**src/rtl/r8_mbe_pipe_ctrl.sv**
```systemverilog
// Pipeline sequencer for the radix-8 MBE multiplier datapath.
// Tracks per-stage valid bits and request tags, issues datapath register load
// enables, handles operand/product valid-ready handshakes, a synchronous flush
// and a saturating back-pressure counter. No arithmetic lives here.
module r8_mbe_pipe_ctrl #(
  parameter int unsigned N_STAGES = 4,
  parameter int unsigned TAG_W    = 4,
  parameter int unsigned CNT_W    = 16
) (
  input  logic                clk,
  input  logic                rst,
  input  logic                in_valid,
  output logic                in_ready,
  input  logic [TAG_W-1:0]    in_tag,
  output logic                out_valid,
  input  logic                out_ready,
  output logic [TAG_W-1:0]    out_tag,
  output logic [N_STAGES-1:0] stage_en,
  input  logic                flush,
  output logic                busy,
  output logic [3:0]          inflight,
  output logic [CNT_W-1:0]    stall_cnt,
  input  logic                stall_clr
);

  logic [N_STAGES-1:0] v_q;
  logic [N_STAGES-1:0] v_d;
  logic [N_STAGES-1:0] adv;
  logic [TAG_W-1:0]    tag_q [N_STAGES];
  logic [3:0]          inflight_q;
  logic [3:0]          inflight_d;
  logic [CNT_W-1:0]    stall_q;

  // Advance chain: a stage may take new content if it is empty or its content
  // moves on; a scalar carry keeps the chain free of vector self-dependency.
  always_comb begin
    logic a;
    adv = '0;
    a   = !v_q[N_STAGES-1] | out_ready;
    adv[N_STAGES-1] = a;
    for (int unsigned i = 1; i < N_STAGES; i++) begin
      a = !v_q[N_STAGES-1-i] | a;
      adv[N_STAGES-1-i] = a;
    end
  end

  // Load enables and handshake; flush blocks every load and the accept.
  always_comb begin
    in_ready    = adv[0] & !flush;
    stage_en    = '0;
    stage_en[0] = in_valid & adv[0] & !flush;
    for (int unsigned k = 1; k < N_STAGES; k++) begin
      stage_en[k] = v_q[k-1] & adv[k] & !flush;
    end
  end

  // Next valid state and its population count (registered with v).
  always_comb begin
    v_d        = '0;
    inflight_d = '0;
    if (!flush) begin
      for (int unsigned k = 0; k < N_STAGES; k++) begin
        v_d[k] = stage_en[k] | (v_q[k] & !adv[k]);
      end
    end
    for (int unsigned k = 0; k < N_STAGES; k++) begin
      inflight_d = inflight_d + 4'(v_d[k]);
    end
  end

  // Valid bits, occupancy and tag shift register; tags survive a flush.
  always_ff @(posedge clk) begin
    if (rst) begin
      v_q        <= '0;
      inflight_q <= '0;
      for (int unsigned k = 0; k < N_STAGES; k++) begin
        tag_q[k] <= '0;
      end
    end else begin
      v_q        <= v_d;
      inflight_q <= inflight_d;
      if (stage_en[0]) begin
        tag_q[0] <= in_tag;
      end
      for (int unsigned k = 1; k < N_STAGES; k++) begin
        if (stage_en[k]) begin
          tag_q[k] <= tag_q[k-1];
        end
      end
    end
  end

  // Saturating back-pressure counter; clear wins over increment.
  always_ff @(posedge clk) begin
    if (rst) begin
      stall_q <= '0;
    end else if (stall_clr) begin
      stall_q <= '0;
    end else if (v_q[N_STAGES-1] && !out_ready && (stall_q != '1)) begin
      stall_q <= stall_q + CNT_W'(1);
    end
  end

  assign out_valid = v_q[N_STAGES-1];
  assign out_tag   = tag_q[N_STAGES-1];
  assign busy      = |v_q;
  assign inflight  = inflight_q;
  assign stall_cnt = stall_q;

endmodule

```
**config.mk**
```make
export PLATFORM = sky130hd
export DESIGN_NAME = r8_mbe_pipe_ctrl
export DESIGN_NICKNAME = d
export VERILOG_FILES = /design/src/rtl/r8_mbe_pipe_ctrl.sv
export SDC_FILE = /design/constraint.sdc
export NUM_CORES = 1
export LEC_CHECK = 0
export BUFFER_PORTS_ARGS = -buffer_cell sky130_fd_sc_hd__buf_2
export CAP_MARGIN = 30
export CELL_PAD_IN_SITES_DETAIL_PLACEMENT = 2
export CELL_PAD_IN_SITES_GLOBAL_PLACEMENT = 2
export CORE_ASPECT_RATIO = 0.7
export CORE_MARGIN = 10
export CORE_UTILIZATION = 33
export DETAILED_ROUTE_END_ITERATION = 10
export PLACE_DENSITY = 0.76
export SLEW_MARGIN = 20
export SYNTH_ARGS = -nofsm -noshare
export SYNTH_HDL_FRONTEND = slang
export SYNTH_SLANG_ARGS = --single-unit
```
**constraint.sdc**
```tcl
create_clock -name clk -period 2.25 [get_ports clk]
set_input_delay 0.1125 -clock clk [delete_from_list [all_inputs] [get_ports clk]]
set_output_delay 0.1125 -clock clk [all_outputs]
set_load 0.1 [all_outputs]
```
Yosys cells after proc, flatten, opt, wreduce, memory -nomap -nowiden
Memories as Yosys holds them, arrays and structs flattened.
Cells that the tools add are included.
- word-level logic and storage cells: 67
- output and inout port bits: 31
- bits in registers: 24
- memories: 1
- bits in writable memories: 16
- bits of input ports: 10
- muxes and demuxes: 19
- add/subtract/negate cells: 4
- bitwise gates (word level): 25
- equal/unequal tests: 1
- reductions and logical operators: 14
- memories (name ; words ; bits a word ; read ports ; clocked after memory_dff ; write ports ; line ; RTL):
    tag_q ; 4 ; 4 ; 4 ; 0 ; 4 ; 29 ; logic [TAG_W-1:0] tag_q [N_STAGES];
- operators with widths (cell ; count):
    $mux W4 ; 5
    $add A16 B1 Y16 const B ; 1
    $ne A16 B16 Y1 const B ; 1
    $mux W1 ; 14
    $and A1 B1 Y1 ; 13
    $or A1 B1 Y1 ; 12
    $logic_not A1 Y1 ; 10
    $add A3 B1 Y4 ; 1
    $reduce_or A4 Y1 ; 1
    $add A2 B1 Y3 ; 1
    $add A1 B1 Y2 ; 1
    $logic_and A1 B1 Y1 ; 2
    $reduce_or A2 Y1 ; 1

Longest topological paths before layout
- word-level depth: 12
- depth in mapped cells: 7

Least setup slack after synthesis
OpenSTA, ideal clock, no wires.
- path type: flip-flop to flip-flop
- start: register v_q[3]
- end: memory tag_q[0][0] (enable)
- arrival: 3.827 ns
- setup slack: -1.876 ns
- required time: 1.950 ns
- cell stages (with the launch flop): 5
- cells stage by stage: dfxtp_1 and4b_1 a21oi_1 and2_1 or2_2
- RTL lines (what ; line ; RTL):
    start, declared ; 26 ; logic [N_STAGES-1:0] v_q;
    start signal, assigned ; 80 ; v_q <= v_d;
    end, declared ; 29 ;

Worst setup path in the final report
- start: register v_q[1]
- end: register inflight_q[1] (netlist: inflight[1])
- elaborated cells on any way between the ends: 20
- classes of those cells: add/sub (3); mux (1); bitwise (13); reduce/logical (3)
- RTL lines (what ; line ; RTL):
    $logic_not A1 Y1 ; 42 ; a = !v_q[N_STAGES-1-i] | a;
    $or A1 B1 Y1 ; 42 ;
    $and A1 B1 Y1 or $logic_not A1 Y1 (tied branches) ; 53, 63 ;
    $and A1 B1 Y1 (on tied branches) ; 53, 63 ;
    $or A1 B1 Y1 (*) ; 63 ; v_d[k] = stage_en[k] | (v_q[k] & !adv[k]);
    $mux W4 (*) ; 61 ; if (!flush) begin
    named net v_d[1] ; 27 ; logic [N_STAGES-1:0] v_d;
    $add A1 B1 Y2 (*) ; 67 ; inflight_d = inflight_d + 4'(v_d[k]);
    $add A2 B1 Y3 (*) ; 67 ;
    $add A3 B1 Y4 (*) ; 67 ;
    named net inflight_d[1] ; 31 ; logic [3:0] inflight_d;
    end signal, assigned ; 81 ; inflight_q <= inflight_d;
    end, declared ; 30 ; logic [3:0] inflight_q;
Mark *: on every way through the listed nets, which the timed path passes. The rest lies on a longest branch.
A chain may end at the register's enable or synchronous reset.

==> out/metrics.cfg <==
[clocking]
cts_hold_buf=0
cts_made_buffers=5
clk_pin_slew_ps=70
htreeDepth=2
clockBufferDepth=2
cts_tree=yes
cts_sinks=39
worstSkewPairLatency_ps=300
cts_root_buffer=clkbuf_8

[logic_synthesis]
synth_area_per_cell_um2=10.02
synth_top_family_by_area=simple AND/OR/NAND/NOR gates
synth-compound-area-share_pct=11.18
synth_top_area_cell=edfxtp_1
syn_area_um2=1824
ys_top_cells_by_count=dfxtp_1 (23), and2_1 (20), edfxtp_1 (16)
synth-xor-area-share_pct=0
synthTopCellsByArea=edfxtp_1 (26%), dfxtp_1 (25%), and2_1 (6.9%)
synth_top_area_share_pct=26.34
synth_most_common_cell=dfxtp_1
yosysUniqueCellTypes=40
syn_nets=196
synth-edff-count=16
yosysSeqAreaShare_pct=51.58
yosysWarnings=0
synthMuxAreaShare_pct=0.5487
synth_fa_ha_area_share_pct=3.155
synth_seq_cells=39
async_flop_share_pct=0
yosys_most_used_dff=dfxtp_1
synthSimpleGateAreaFrac_pct=29.90
syn_inst=182

[global_routing]
antenna_found_initial=0
grt_pass1_vias=1704
grt_pass1_wl_um=8852
grt_overflow=0
track_usage_pct=12.77
grt_max_degree=20

[detailed_routing]
met2_length_um=2598
dr_wl_met3_um=311
drtAntennaViolNets=0
wire_per_inst_um=18.97
drt_iter0_drc=45
via_per_inst=5.241
firstDrtPassIters=4
vias=1541
drt_drc_violations_left=0
routed_wl_um=5577
wl_met1_um=2587
top_layer_used=met4

[sta]
relSlewSlack_pct=63.06
post-route-min-period_ps=2146
hold_viol=0
hold_ws_ps=87.82
tightest_slew_ps=554.1
period_share_pct=95.38
finalSetupViolCount=0
fin_ws_ps=103.9
skew_ps=4.697
timing.fmax_mhz=466.0
finalMaxSlewViolations=0
rsz0062_at_grt=false

[finish]
diodes=0
drive_above_1_share_pct=30.63
syn2layout_area_growth_pct=20.64
finalNetCount=235

[critical_path]
r2r_start=v_q[1]$_SDFF_PP0_
cp.arrival_ps=2330
end_kind=flop
startpoint=v_q[1]$_SDFF_PP0_
worst-setup-path-type=flop to flop
worstPathMaxFanout=4
start_kind=flop
worst_ep_required_time_ps=2430

[power_and_ir_drop]
ir_drop_mv=0.2382
power.density_nw_per_um2=605.5
comb_power_share_pct=9.0
intPower_w=0.0009909
p_seq_share_pct=56.6
leakage_nw=0.9146
switching_power_w=0.0003418
swShare_pct=25.65
pwr-share-clk_pct=34.4

[worst_hold_path]
holdCritPathClass=primary input to flop
hp-start=in_tag[1]

[die]
dieArea_um2=8949
core_area_um2=5285
die_x_um=108.9
start_util_pct=34.52
io_pins=41
rows=22
fp.dieH_um=82.21

[place]
dp_hpwl_um=4211
place_ws_ps=50.64
io_buffers=39
gp_congestion=0.7670

[outcome]
status=completed

[flow_run]
max-cap-violations=0

==> layer usage <==
| metal | vias to the layer above | track usage [%] |
|---|---|---|
| li1 | 747 | - |
| met1 | 747 | 15.49 |
| met2 | 40 | 20.43 |
| met3 | 7 | 4.795 |
| met4 | 0 | 4.724 |
| met5 | - | 0 |
==> power groups by stage <==
stage	Clock, W	Combinational (W)	Sequential [W]
final	0.000459	0.000120	0.000754
after global placement	0	0.000115	0.000769
after floorplan	0	0.0000696	0.000792
after global routing	0.000510	0.000128	0.000756
after CTS	0.000474	0.000120	0.000755
after detailed placement	0	0.000119	0.000770
==> placed cells by master (no fill, tap or decap), types with 4 or more instances in the layout <==
cell type / n
o31ai_1: 6
or4_1: 5
dfxtp_1: 13
o21ai_0: 4
nand2_1: 7
nor2_1: 12
or3_1: 7
nor3_1: 5
clkbuf_8: 5
a21oi_1: 11
nand3_1: 4
nand2b_1: 4
and2_1: 19
nand4_1: 6
inv_1: 7
buf_2: 39
edfxtp_1: 16
dfxtp_2: 9
==> registers in the layout, indices dropped and copies added (netlist names) <==
| signal | flops |
|---|---|
| inflight | 3 |
| stall_cnt | 16 |
| tag_q | 16 |
| v_q | 4 |
==> cell families after synthesis <==
logic type               Yosys count
flip-flops                        39
multiplexers                       1
other                              1
AO/OA/AOI/OAI                     32
adder cells (fa/ha/maj)            4
buffers and inverters             15
AND/OR/NAND/NOR                   90
==> through the flow <==
step           utilization (%)  setup TNS (ps)   power, W  instances  instance area [µm²]
6_report                 41.64               0   0.001333        294                 2201
5_1_grt                  41.64               0   0.001394        294                 2201
4_1_cts                  41.36               0   0.001349        293                 2186
3_5_place_dp             39.80               0  0.0008893        285                 2103
3_3_place_gp             39.80               0  0.0008839        285                 2103
2_1_floorplan                -          -25.64  0.0008618        182                 1854
==> critical path, cell delays in order (launching register included) <==
cell and delay [ps]:
dfxtp_1 380, and4b_2 310, nor2_1 90, nor2_1 180, fa_1 470, ha_1 210
ha_1 260, nor2b_1 130
==> timing repair <==
action                     CTS  global route
gates resized for setup      1             3
cloned                       0             0
pin swaps                    0             1
setup buffers                0             1
setup endpoints to repair    1             1
==> worst paths after layout <==
check                                                  to  slack, ps  cells past startpoint
worst min-delay path            tag_q[0][1]$_SDFFCE_PN0P_         90                      2
worst min register to register  stall_cnt[6]$_SDFFE_PP0P_        500                      1
worst max register to register     inflight[1]$_SDFF_PP0_        100                      7
worst max-delay path               inflight[1]$_SDFF_PP0_        100                      7
==> cell type report <==
class,count,area (µm²)
tap,72,90.09
sequential,39,955.9
clock buffer,7,76.32
clock inverter,1,5.005
timing repair buffer,40,202.7
fill,622,3084
inverter,7,26.28
multi-input combinational,128,844.6
Power figures use the tool's default switching activity.
